`config.mk`:
```
export PLATFORM = sky130hd
export DESIGN_NAME = ni_packetizer
export DESIGN_NICKNAME = d
export VERILOG_FILES = /design/src/rtl/ni_packetizer_pkg.sv /design/src/rtl/ni_packetizer.sv
export SDC_FILE = /design/constraint.sdc
export NUM_CORES = 1
export LEC_CHECK = 0
export ABC_AREA = 1
export CAP_MARGIN = 40
export CORE_MARGIN = 5
export CORE_UTILIZATION = 40
export DETAILED_ROUTE_END_ITERATION = 8
export PLACE_DENSITY = 0.71
export SETUP_SLACK_MARGIN = 0.3
export SLEW_MARGIN = 20
export SYNTH_ARGS = -nofsm -noshare
export SYNTH_HDL_FRONTEND = slang
export SYNTH_SLANG_ARGS = --single-unit
```
`constraint.sdc`:
```
create_clock -name clk -period 1.65 [get_ports clk]
set_input_delay 0.4125 -clock clk [delete_from_list [all_inputs] [get_ports clk]]
set_output_delay 0.4125 -clock clk [all_outputs]
set_load 0.01 [all_outputs]
```
`src/rtl/ni_packetizer_pkg.sv`:
```
// Shared flit format and FSM encodings for the network-interface packetizer
// and its mirror depacketizer.
package ni_packetizer_pkg;

    localparam logic [2:0] FLIT_HEADER = 3'b001;
    localparam logic [2:0] FLIT_BODY   = 3'b010;
    localparam logic [2:0] FLIT_TAIL   = 3'b100;

    localparam int ID_LSB  = 29;
    localparam int LEN_LSB = 17;
    localparam int DST_LSB = 13;
    localparam int SRC_LSB = 9;

    typedef enum logic [1:0] {
        ST_IDLE = 2'd0,
        ST_HDR  = 2'd1,
        ST_PAY  = 2'd2
    } ni_state_e;

endpackage

```
`src/rtl/ni_packetizer.sv`:
```
// Transmit half of the network interface: turns a core request plus payload
// stream into header/body/tail flits for the router's Local input port.
module ni_packetizer
    import ni_packetizer_pkg::*;
#(
    parameter int DATA_WIDTH = 32,
    parameter int ADDR_WIDTH = 4,
    parameter int LEN_WIDTH  = 12,
    parameter int PAY_WIDTH  = 29
) (
    input  logic                  clk,
    input  logic                  rst,
    input  logic [ADDR_WIDTH-1:0] cur_addr,
    input  logic                  req_valid,
    output logic                  req_ready,
    input  logic [ADDR_WIDTH-1:0] req_dst,
    input  logic [LEN_WIDTH-1:0]  req_len,
    input  logic [PAY_WIDTH-1:0]  pay_data,
    input  logic                  pay_valid,
    output logic                  pay_ready,
    output logic [DATA_WIDTH-1:0] flit_data,
    output logic                  flit_valid,
    input  logic                  flit_ready,
    output logic                  busy,
    output logic                  len_err
);

    ni_state_e             state_q, state_d;
    logic [ADDR_WIDTH-1:0] dst_q, dst_d;
    logic [LEN_WIDTH-1:0]  len_q, len_d;
    logic [LEN_WIDTH-1:0]  remaining_q, remaining_d;
    logic                  len_err_d;

    always_ff @(posedge clk) begin
        if (rst) begin
            state_q     <= ST_IDLE;
            dst_q       <= '0;
            len_q       <= '0;
            remaining_q <= '0;
            len_err     <= 1'b0;
        end else begin
            state_q     <= state_d;
            dst_q       <= dst_d;
            len_q       <= len_d;
            remaining_q <= remaining_d;
            len_err     <= len_err_d;
        end
    end

    // The router writes whenever valid is high, so valid is always gated by ready.
    always_comb begin
        state_d     = state_q;
        dst_d       = dst_q;
        len_d       = len_q;
        remaining_d = remaining_q;
        len_err_d   = 1'b0;
        req_ready   = 1'b0;
        busy        = 1'b0;
        pay_ready   = 1'b0;
        flit_valid  = 1'b0;
        flit_data   = '0;
        case (state_q)
            ST_IDLE: begin
                req_ready = 1'b1;
                if (req_valid) begin
                    if (req_len >= LEN_WIDTH'(2)) begin
                        dst_d   = req_dst;
                        len_d   = req_len;
                        state_d = ST_HDR;
                    end else begin
                        len_err_d = 1'b1;
                    end
                end
            end
            ST_HDR: begin
                busy       = 1'b1;
                flit_valid = flit_ready;
                flit_data  = {FLIT_HEADER, len_q, dst_q, cur_addr, {SRC_LSB{1'b0}}};
                if (flit_ready) begin
                    remaining_d = len_q - LEN_WIDTH'(1);
                    state_d     = ST_PAY;
                end
            end
            ST_PAY: begin
                busy       = 1'b1;
                pay_ready  = flit_ready;
                flit_valid = pay_valid && flit_ready;
                flit_data  = {(remaining_q == LEN_WIDTH'(1)) ? FLIT_TAIL : FLIT_BODY, pay_data};
                // Exit on remaining==1 so the counter never wraps, even at max length.
                if (pay_valid && flit_ready) begin
                    remaining_d = remaining_q - LEN_WIDTH'(1);
                    if (remaining_q == LEN_WIDTH'(1)) begin
                        state_d = ST_IDLE;
                    end
                end
            end
            default: begin
                state_d = ST_IDLE;
            end
        endcase
    end

endmodule
```
-- After elaboration in Yosys (flattened, before gate mapping)
Index checks and enable logic that the tools add are counted.
- register bits after elaboration: 31
- input port bits: 54
- output and inout port bits: 37
- logic and storage cells: 42
- $add $sub $neg: 2
- magnitude comparators: 1
- eq/ne operators: 8
- multiplexer cells: 16
- bitwise logic cells: 2
- reductions and logical operators: 8
- operators by type and width (kind ; number):
    32-bit case mux with 2 select lines ; 1
    12-bit two-way mux ; 2
    12-bit case mux with 2 select lines ; 1
    12-bit by 1-bit subtractor with 12-bit output (second input constant) ; 2
    12-bit by 1-bit equality test with 1-bit output (second input constant) ; 1
    12-bit by 2-bit greater-or-equal comparator with 1-bit output (second input constant) ; 1
    2-bit two-way mux ; 5
    2-bit inequality test (second input constant) ; 5
    2-bit case mux with 3 select lines ; 1
    3-bit AND reduction ; 2
    5-bit AND reduction ; 1
    1-bit two-way mux ; 4
    3-bit two-way mux ; 1
    3-bit OR reduction ; 1
    2-bit by 1-bit equality test with 1-bit output (second input constant) ; 1
    2-bit equality test (second input constant) ; 1
    2-bit logical NOT ; 1
    1-bit NOT ; 2
    1-bit case mux with 2 select lines ; 1
    2-bit nonzero test ; 1
    2-bit OR reduction ; 1
    1-bit logical AND ; 1

-- Logic depth before layout (Yosys ltp)
Gate-level depths: netlist (run 1).
- depth after elaboration: 4
- depth in mapped cells: 10
- gate-level depth less buffers: 10

-- Least setup slack after synthesis (run 1)
Ideal clock, no wire load.
- path kind: register -> output
- start point: register state_q[0]
- end point: output flit_data[31]
- arrival time: 1496 ps
- data required time: 1237 ps
- slack: -259 ps
- cell stages (with the launch flop): 5
- path through: dfxtp_1 > inv_1 > ha_1 > clkinv_1 > nor4_1
- word-level cells in the longest chain between the ends: 2
- ends and longest elaborated chain (what ; line ; RTL):
    from (decl) ; ni_packetizer.sv:28 ; ni_state_e state_q, state_d;
    from (signal assigned) ; ni_packetizer.sv:42 ; state_q <= state_d;
    2-bit equality test or 2-bit by 1-bit equality test with 1-bit output (tied branches) ; ni_packetizer.sv:62 ; case (state_q)
    32-bit case mux with 2 select lines (*) ; ni_packetizer.sv:62 ;
    to (decl) ; ni_packetizer.sv:21 ; output logic [DATA_WIDTH-1:0] flit_data,
Mark *: on every way between the ends. The rest lies on a longest branch, timed or not.

-- Worst setup path in the final report (run 1)
- start point: register state_q[0]
- end point: output flit_data[21]
Same word-level chain as after synthesis.

==> results of run 1 <==
[cell usage in the layout (no fill, tap or decap), types with 5 or more instances in the layout]
cell type	count
a21oi_1	16
a21oi_2	19
buf_12	13
buf_2	19
buf_4	41
buf_6	30
clkbuf_8	5
clkdlybuf4s15_1	6
clkdlybuf4s50_1	41
dfxtp_1	28
dlygate4sd2_1	7
inv_1	35
nand2_1	62
nand2_2	11
nand2_4	6
nand3_1	25
nand3_4	12
nor2_1	24
nor2_2	9
nor2_4	11
o21ai_0	6
o21ai_1	15
o21ai_2	11
o21ai_4	12
[kinds of logic after synthesis]
family	count (synthesis)
xor+xnor	3
flops	31
buf+inv	60
compound gates	87
fa+ha+maj	6
simple gates	171
[area by class of cell]
class	count	area share, %
Tap cell	72	1.93
Timing Repair Buffer	162	35.2
Clock inverter	3	0.322
Inverter	44	4.29
Timing Repair inverter	3	1.05
Multi-Input combinational cell	268	42.3
Clock buffer	5	1.48
Sequential cell	31	13.4
[flip-flops by register name (all words and copies together) (netlist names)]
signal	cells
state_q	2
dst_q	4
remaining_q	12
len_q	12
len_err	1
[final timing paths]
kind         startpoint        endpoint  slack (ns)  depth (start not counted)
min reg2reg    dst_q[2]        dst_q[2]        0.52                          2
min            dst_q[2]        dst_q[2]        0.52                          2
max reg2reg  state_q[1]  remaining_q[4]       -0.20                         12
max          state_q[0]   flit_data[21]       -0.35                          7
[power breakdown]
group | switching [mW] | total [mW] | internal, mW
sequential | 0.172 | 1.14 | 0.968
clock | 0.332 | 0.621 | 0.289
combinational | 3.78 | 7.01 | 3.23
total | 4.28 | 8.77 | 4.49
[tightest hold or removal path, cell delays in order (launching register included)]
cell     delay [ns]
dfxtp_1        0.35
o21ai_1        0.08
nor2_1         0.07
[metrics by stage]
stage	hold WS, ns	utilization [%]	area [um^2]
floorplan	0.466	-	2460
global placement	0.490	68.6	3730
detailed placement	0.513	68.6	3730
CTS	0.525	76.8	4180
global route	0.557	85.7	4660
finish	0.522	85.7	4660
[metal layers]
| metal | wire (um) | track usage [%] | up-vias |
|---|---|---|---|
| met3 | 831 | 5.69 | 55 |
| met4 | 594 | 9.21 | 0 |
| li1 | - | - | 1490 |
| met2 | 5420 | 43.2 | 202 |
| met5 | 0 | 0 | - |
| met1 | 3900 | 27.5 | 1529 |
[repair_timing]
item,in CTS,in global routing
pin swaps,15,22
setup buffers,17,9
cloned,6,2
endpoints found under the setup margin,67,66
resized for setup,235,100
==> flow_metrics.env, run 1 <==
export IMPL_outcome="finished, violations left"
export IMPL_violations="setup timing"
export IMPL_total_power_mw=8.77
export IMPL_drc=0
export IMPL_row_count=27
export IMPL_p_leak_nw=1.98
export IMPL_end_kind="output pin"
export IMPL_synth_edff_count=0
export IMPL_hold_buffers=0
export IMPL_multi_input_area_um2=1970
export IMPL_clock_latency_ns=0.29
export IMPL_grt_pass1_wl_um=13900
export IMPL_routabilityCongestion=0.917
export IMPL_cts_buffers_inserted=5
export IMPL_relSlewSlack_pct=79.3
export IMPL_overflow=0
export IMPL_fill_cells=277
export IMPL_synth_compound_area_share_pct=20.8
export IMPL_root_buffer="clkbuf_8"
export IMPL_path_common_cell="buf_6"
export IMPL_ys_top_cells_by_area="dfxtp_1 (28%), nand2_1 (13%), a21oi_1 (8.4%), nand3_1 (8.4%), o21ai_0 (8.4%)"
export IMPL_grt_antenna_before_repair=0
export IMPL_regArea_um2=624
export IMPL_place_inst=546
export IMPL_grt_max_degree=21
export IMPL_synth_seq_cells=31
export IMPL_max_freq_mhz=499
export IMPL_syn_area_per_cell_um2=6.16
export IMPL_synth_xor_area_share_pct=1.19
export IMPL_cp_num_buf_inv=4
export IMPL_slew_violations=0
export IMPL_crit_path_max_incr_delay_ns=0.37
export IMPL_ir_worst_vdd_mv=1.46
export IMPL_yosys_area_top_type="dfxtp_1"
export IMPL_wl_um=10700
export IMPL_syn_to_final_growth_pct=112
export IMPL_antenna_cells=0
export IMPL_drv_cap=0
export IMPL_drive_above_1_share_pct=45.3
export IMPL_skew_ns=0.00545
export IMPL_synth_top_family_by_area="simple AND/OR/NAND/NOR gates"
export IMPL_path_cells="inv_4 > ha_4 > buf_6 > buf_12 > nand3_4 > o21ai_4 > buf_6"
export IMPL_wl_per_cell_um=18.3
export IMPL_hold_path_class="reg2reg"
export IMPL_track_usage_pct=24.1
export IMPL_synth_commonest_cells="nand2_1 (76), inv_1 (39), a21oi_1 (37), nand3_1 (37), o21ai_0 (37)"
export IMPL_place_ws_ns=-0.437
export IMPL_ios=91
export IMPL_dp_hpwl_um=5800
export IMPL_synthMuxAreaShare_pct=0
export IMPL_vias=3276
export IMPL_synthFlopType="dfxtp_1"
export IMPL_core_area_um2=5440
export IMPL_crit_type="reg2out"
export IMPL_netlist_instances=358
export IMPL_initial_utilization_pct=40.5
export IMPL_pwr_density_cell_nw_per_um2=1880
export IMPL_async_reset_ff_share_pct=0
export IMPL_nets=575
export IMPL_worstMarginPinSlew_ns=0.309
export IMPL_clockBufferDepth=2
export IMPL_crit_slowest_cell="dfxtp_2"
export IMPL_drtAntennaViolNets=0
export IMPL_cts_tree="yes"
export IMPL_syn_area_um2=2200
export IMPL_cp_start_kind="register"
export IMPL_setup_viol=48
export IMPL_syn_nets=418
export IMPL_fin_cells=588
export IMPL_ys_warn_count=0
export IMPL_drtIter0Drc=314
export IMPL_critPathMaxFanout=7
export IMPL_htreeDepth=2
export IMPL_rsz0062_at_grt="true"
export IMPL_yosysMostFrequentCell="nand2_1"
export IMPL_grt_pass1_vias=2971
export IMPL_viasPerCell=5.57
export IMPL_min_period_ns=2.00
export IMPL_finalHoldViolCount=0
export IMPL_synthDominantCellAreaShare_pct=28.1
export IMPL_clkSinkCount=31
export IMPL_first_pass_iters=5
export IMPL_synth_cell_type_count=34
export IMPL_io_buffers=90
export IMPL_cts_reportedPaths_clkPinSlew_ns=0.07
export IMPL_cp_data_arrival_time_ns=1.59
export IMPL_die_h_um=84.2
export IMPL_period_share_pct=121
export IMPL_crit_required_ns=1.24
export IMPL_crit_family="buffers and inverters"
export IMPL_finalSetupTns_ns=-12.07
export IMPL_final_setup_worst_slack_ns=-0.354
export IMPL_seq_area_frac_synth_pct=28.1
export IMPL_die_x_um=84.2
export IMPL_synth_adder_area_share_pct=3.41
export IMPL_synth_simple_gate_area_share_pct=34.7
export IMPL_die_area_um2=7100
Power figures use the tool's default switching activity.
==> run 2, diff against run 1 <==
--- a/config.mk
+++ b/config.mk
@@ -6,11 +6,12 @@
 export NUM_CORES = 1
 export LEC_CHECK = 0
 export ABC_AREA = 1
-export CAP_MARGIN = 40
+export CAP_MARGIN = 15
 export CORE_MARGIN = 5
-export CORE_UTILIZATION = 40
+export CORE_UTILIZATION = 45
+export CTS_BUF_LIST = sky130_fd_sc_hd__clkbuf_8
 export DETAILED_ROUTE_END_ITERATION = 8
-export PLACE_DENSITY = 0.71
+export PLACE_DENSITY = 0.79
 export SETUP_SLACK_MARGIN = 0.3
 export SLEW_MARGIN = 20
 export SYNTH_ARGS = -nofsm -noshare
==> flow_metrics.env, run 2 (synthesized netlist as in run 1, its figures left out) <==
export IMPL_outcome="finished, violations left"
export IMPL_violations="setup timing"
export IMPL_wl_um=13000
export IMPL_die_x_um=80.0
export IMPL_intPower_mw=4.21
export IMPL_hold_buffers=0
export IMPL_final_common_cell="nand2_1"
export IMPL_hold_path_class="in2reg"
export IMPL_r2r_end="remaining_q[6]"
export IMPL_pwr_density_cell_nw_per_um2=1940
export IMPL_grt_max_degree=17
export IMPL_period_share_pct=129
export IMPL_ios=91
export IMPL_p_clk_share_pct=7.5
export IMPL_clockBufferDepth=2
export IMPL_antenna_cells=0
export IMPL_finalHoldViolCount=0
export IMPL_crit_type="reg2out"
export IMPL_p_leak_nw=1.93
export IMPL_skew_ns=0.00704
export IMPL_cts_buffers_inserted=5
export IMPL_hold_ws_ns=0.405
export IMPL_viasPerCell=6.33
export IMPL_r2r_start="len_q[0]"
export IMPL_comb_power_share_pct=79.0
export IMPL_regArea_um2=627
export IMPL_place_ws_ns=-0.464
export IMPL_syn_to_final_growth_pct=100
export IMPL_drc=0
export IMPL_vias=3651
export IMPL_finalSetupTns_ns=-15.19
export IMPL_cp_data_arrival_time_ns=1.72
export IMPL_drv_cap=0
export IMPL_ff2ff_setup_slack_ns=-0.45
export IMPL_place_area_um2=3710
export IMPL_cp_start_kind="register"
export IMPL_relSlewSlack_pct=75.0
export IMPL_track_usage_pct=29.6
export IMPL_initial_utilization_pct=46.4
export IMPL_fill_cells=174
export IMPL_fin_cells=577
export IMPL_clock_latency_ns=0.31
export IMPL_crit_required_ns=1.24
export IMPL_core_area_um2=4750
export IMPL_critPathMaxFanout=6
export IMPL_grt_antenna_before_repair=0
export IMPL_holdPathEnd="len_q[8]"
export IMPL_worstMarginPinSlew_ns=0.371
export IMPL_grt_pass1_vias=3106
export IMPL_die_h_um=80.0
export IMPL_row_count=25
export IMPL_first_pass_iters=9
export IMPL_drtAntennaViolNets=0
export IMPL_rsz0062_at_grt="true"
export IMPL_p_sw_share_pct=50.8
export IMPL_grt_pass1_wl_um=14800
export IMPL_final_core_util_pct=92.9
export IMPL_crit_slowest_cell="dfxtp_4"
export IMPL_path_cells="inv_4 > ha_4 > buf_8 > nand2_8 > o21ai_4 > buf_6"
export IMPL_cts_reportedPaths_clkPinSlew_ns=0.08
export IMPL_clkSinkCount=31
export IMPL_routabilityCongestion=0.919
export IMPL_power_share_sequential_pct=13.5
export IMPL_final_cell_mix="nand2_1 (64), buf_4 (44), clkdlybuf4s50_1 (41), buf_6 (30)"
export IMPL_hold_depth=3
export IMPL_setup_viol=48
export IMPL_nets=569
export IMPL_crit_path_max_incr_delay_ns=0.38
export IMPL_min_period_ns=2.13
export IMPL_final_setup_worst_slack_ns=-0.483
export IMPL_drtIter0Drc=519
export IMPL_multi_input_area_um2=1860
export IMPL_design_area_um2=4420
export IMPL_reg2reg_depth=8
export IMPL_dp_hpwl_um=5920
export IMPL_max_freq_mhz=469
export IMPL_ir_worst_vdd_mv=1.52
export IMPL_place_inst=542
export IMPL_overflow=0
export IMPL_drive_above_1_share_pct=45.5
export IMPL_htreeDepth=2
export IMPL_wl_per_cell_um=22.5
export IMPL_cts_tree="yes"
export IMPL_die_area_um2=6400
export IMPL_p_sw_mw=4.35
export IMPL_io_buffers=90
export IMPL_largestRegisters="len_q (12), remaining_q (12), dst_q (4)"
export IMPL_root_buffer="clkbuf_8"
export IMPL_end_kind="output pin"
export IMPL_total_power_mw=8.56
export IMPL_slew_violations=0
export IMPL_hold_start="req_len[8]"
==> run 2: cell types whose count changed in the layout (fill, tap and decap cells not counted), moves of 5 or more <==
| cell | before | now |
|---|---|---|
| nand3_4 | 12 | 0 |
| nand3_2 | 1 | 10 |
| inv_2 | 3 | 11 |
| o21ai_1 | 15 | 7 |
| inv_1 | 35 | 28 |
| nand2_2 | 11 | 4 |
| o21ai_0 | 6 | 12 |
| buf_2 | 19 | 14 |
==> run 2: power by group through the flow <==
| stage | logic (mW) | clock network, mW | registers (mW) |
|---|---|---|---|
| 6_report | 6.76 | 0.640 | 1.16 |
| 5_1_grt | 7.03 | 0.657 | 1.17 |
| 4_1_cts | 5.51 | 0.596 | 1.13 |
| 3_5_place_dp | 4.66 | 0 | 1.12 |
| 3_3_place_gp | 4.55 | 0 | 1.11 |
| 2_1_floorplan | 2.81 | 0 | 1.12 |
==> run 2: critical path: cells and delay by family, from the launching register on <==
family	cells	cell delay (ns)
buf+inv	3	0.34
simple gates	1	0.11
compound gates	1	0.22
flops	1	0.38
fa+ha+maj	1	0.35
==> run 2: layout make-up <==
| type | count | share of cell area, % |
|---|---|---|
| Clock buffer | 5 | 1.56 |
| Clock inverter | 3 | 0.340 |
| Inverter | 44 | 4.42 |
| Multi-Input combinational cell | 268 | 42.0 |
| Sequential cell | 31 | 14.2 |
| Tap cell | 67 | 1.90 |
| Timing Repair Buffer | 156 | 34.7 |
| Timing Repair inverter | 3 | 0.934 |
==> run 2: timing repair <==
action,4_1_cts,5_1_grt
endpoints found under the hold margin,0,0
pin swaps,14,27
buffers inserted,14,8
gates cloned,5,0
gates resized for setup,237,84
setup endpoints to repair,67,67
==> run 2: how the worst max path moves through the flow <==
| stage | start | to | slack (ns) | cells past startpoint |
|---|---|---|---|---|
| 2_1_floorplan | state_q[0] | flit_data[0] | 0.10 | 7 |
| 3_3_place_gp | state_q[1] | flit_data[17] | -0.41 | 5 |
| 3_5_place_dp | state_q[1] | flit_data[19] | -0.46 | 5 |
| 4_1_cts | state_q[1] | flit_data[21] | -0.33 | 6 |
| 5_1_grt | len_q[0] | remaining_q[6] | -0.57 | 8 |
| 6_report | state_q[1] | flit_data[21] | -0.48 | 6 |
==> run 2: metal layers <==
metal / track usage, % / vias to the layer above / part of all wire, %
met5: 0 / - / 0
met4: 8.61 / 0 / 8.6
met3: 7.45 / 143 / 13
met2: 55.7 / 385 / 47
met1: 32.2 / 1646 / 32
li1: - / 1477 / -
==> run 3, diff against run 2 <==
--- a/config.mk
+++ b/config.mk
@@ -8,12 +8,13 @@
 export ABC_AREA = 1
 export CAP_MARGIN = 15
 export CORE_MARGIN = 5
-export CORE_UTILIZATION = 45
+export CORE_UTILIZATION = 40
 export CTS_BUF_LIST = sky130_fd_sc_hd__clkbuf_8
 export DETAILED_ROUTE_END_ITERATION = 8
-export PLACE_DENSITY = 0.79
+export PLACE_DENSITY = 0.77
 export SETUP_SLACK_MARGIN = 0.3
 export SLEW_MARGIN = 20
 export SYNTH_ARGS = -nofsm -noshare
 export SYNTH_HDL_FRONTEND = slang
 export SYNTH_SLANG_ARGS = --single-unit
+export TNS_END_PERCENT = 100
==> constraint.sdc (replaced) <==
create_clock -name clk -period 1.9 [get_ports clk]
set_input_delay 0.475 -clock clk [delete_from_list [all_inputs] [get_ports clk]]
set_output_delay 0.475 -clock clk [all_outputs]
set_load 0.01 [all_outputs]
==> flow_metrics.env, run 3 (synthesized netlist as in run 1, its figures left out) <==
export IMPL_crit_path_max_incr_delay_ns=0.36
export IMPL_ios=91
export IMPL_outcome="finished, violations left"
export IMPL_io_buffers=90
export IMPL_vias=2969
export IMPL_htreeDepth=2
export IMPL_p_clk_share_pct=8.5
export IMPL_cts_buffers_inserted=5
export IMPL_end_kind="output pin"
export IMPL_hold_path_class="in2reg"
export IMPL_routabilityCongestion=0.925
export IMPL_total_power_mw=6.57
export IMPL_antenna_cells=0
export IMPL_violations="setup timing"
export IMPL_cp_start_kind="register"
export IMPL_place_inst=540
export IMPL_hold_start="req_len[10]"
export IMPL_p_sw_mw=3.08
export IMPL_drv_cap=0
export IMPL_worstMarginPinSlew_ns=0.296
export IMPL_r2r_start="state_q[1]"
export IMPL_max_freq_mhz=484
export IMPL_final_cell_mix="nand2_1 (69), clkdlybuf4s50_1 (44), buf_4 (35), inv_1 (33), nor2_1 (33)"
export IMPL_cts_tree="yes"
export IMPL_place_area_um2=3590
export IMPL_clock_latency_ns=0.30
export IMPL_comb_power_share_pct=76.6
export IMPL_core_area_um2=5440
export IMPL_path_cells="inv_4 > ha_4 > buf_12 > nand2_8 > o21ai_2 > buf_2"
export IMPL_die_x_um=84.2
export IMPL_final_core_util_pct=77.0
export IMPL_cp_data_arrival_time_ns=1.59
export IMPL_ir_worst_vdd_mv=1.05
export IMPL_startpoint="state_q[0]"
export IMPL_pwr_density_cell_nw_per_um2=1570
export IMPL_slew_violations=0
export IMPL_fill_cells=388
export IMPL_clkSinkCount=31
export IMPL_finalHoldViolCount=0
export IMPL_met2_usage_pct=41.8
export IMPL_met3_usage_pct=7.07
export IMPL_row_count=27
export IMPL_intPower_mw=3.50
export IMPL_wl_um=8710
export IMPL_drive_above_1_share_pct=39.3
export IMPL_track_usage_pct=22.6
export IMPL_cts_reportedPaths_clkPinSlew_ns=0.07
export IMPL_overflow=0
export IMPL_root_buffer="clkbuf_8"
export IMPL_ff2ff_setup_slack_ns=0.11
export IMPL_grt_pass1_wl_um=13200
export IMPL_crit_required_ns=1.42
export IMPL_fin_cells=571
export IMPL_die_area_um2=7100
export IMPL_crit_slowest_cell="dfxtp_4"
export IMPL_skew_ns=0.00925
export IMPL_rsz0062_at_grt="true"
export IMPL_syn_to_final_growth_pct=90.0
export IMPL_largestRegisters="len_q (12), remaining_q (12), dst_q (4)"
export IMPL_viasPerCell=5.20
export IMPL_critPathMaxFanout=12
export IMPL_drtIter0Drc=168
export IMPL_drc=0
export IMPL_p_leak_nw=1.89
export IMPL_relSlewSlack_pct=80.1
export IMPL_first_pass_iters=4
export IMPL_wl_per_cell_um=15.3
export IMPL_initial_utilization_pct=40.5
export IMPL_setup_viol=26
export IMPL_place_ws_ns=-0.329
export IMPL_regArea_um2=628
export IMPL_nets=559
export IMPL_final_setup_worst_slack_ns=-0.166
export IMPL_busiest_layer="met2"
export IMPL_met1_usage_pct=24.6
export IMPL_clockBufferDepth=2
export IMPL_power_share_sequential_pct=15.0
export IMPL_dp_hpwl_um=5640
export IMPL_multi_input_area_um2=1720
export IMPL_grt_antenna_before_repair=0
export IMPL_crit_type="reg2out"
export IMPL_design_area_um2=4190
export IMPL_final_common_cell="nand2_1"
export IMPL_grt_max_degree=29
export IMPL_hold_buffers=0
export IMPL_die_h_um=84.2
export IMPL_period_share_pct=109
export IMPL_drtAntennaViolNets=0
export IMPL_min_period_ns=2.07
export IMPL_grt_pass1_vias=2929
export IMPL_p_sw_share_pct=46.8
run 3: per-layer routing:
| layer | vias to the layer above | wire [um] |
|---|---|---|
| met5 | - | 0 |
| met4 | 0 | 247 |
| met3 | 23 | 653 |
| met2 | 114 | 4480 |
| met1 | 1374 | 3330 |
| li1 | 1458 | - |
run 3: final timing paths:
path,cells after the start,endpoint
max,6,flit_data[23]
min,3,len_q[10]
max reg2reg,10,remaining_q[1]
min reg2reg,2,dst_q[1]
run 3: layout make-up:
cell class	instances	share of cell area [%]
multi-input cells	267	41.1
repair buffers	147	34.6
flip-flops and latches	31	15.0
inverters	44	4.48
well taps	72	2.15
clock buffers	6	1.97
repair inverters	3	0.538
clock inverters	1	0.119
run 3: timing repair:
action | in CTS | in global routing
endpoints found under the setup margin | 53 | 66
pin swaps | 8 | 21
setup buffers | 11 | 7
cloned | 2 | 4
resized for setup | 191 | 75
run 3: power by group through the flow:
stage	clock, mW	sequential [mW]	combinational (mW)
2_1_floorplan	0	0.963	2.35
3_3_place_gp	0	0.958	3.75
3_5_place_dp	0	0.965	3.83
4_1_cts	0.553	0.972	4.29
5_1_grt	0.592	1.00	5.42
6_report	0.557	0.983	5.03
run 3: worst max-delay path, delay by kind of cell, from the launching register on:
family	cells	cell delay, ns
AO/OA/AOI/OAI	1	0.18
adder cells (fa/ha/maj)	1	0.30
buffers and inverters	3	0.33
flip-flops	1	0.36
AND/OR/NAND/NOR	1	0.12
run 3: through the flow:
stage          hold WS, ns  TNS [ns]
2_1_floorplan        0.467         0
4_1_cts              0.535     -2.12
6_report             0.496     -2.38
3_5_place_dp         0.517     -7.33
3_3_place_gp         0.496     -6.72
5_1_grt              0.530     -3.91
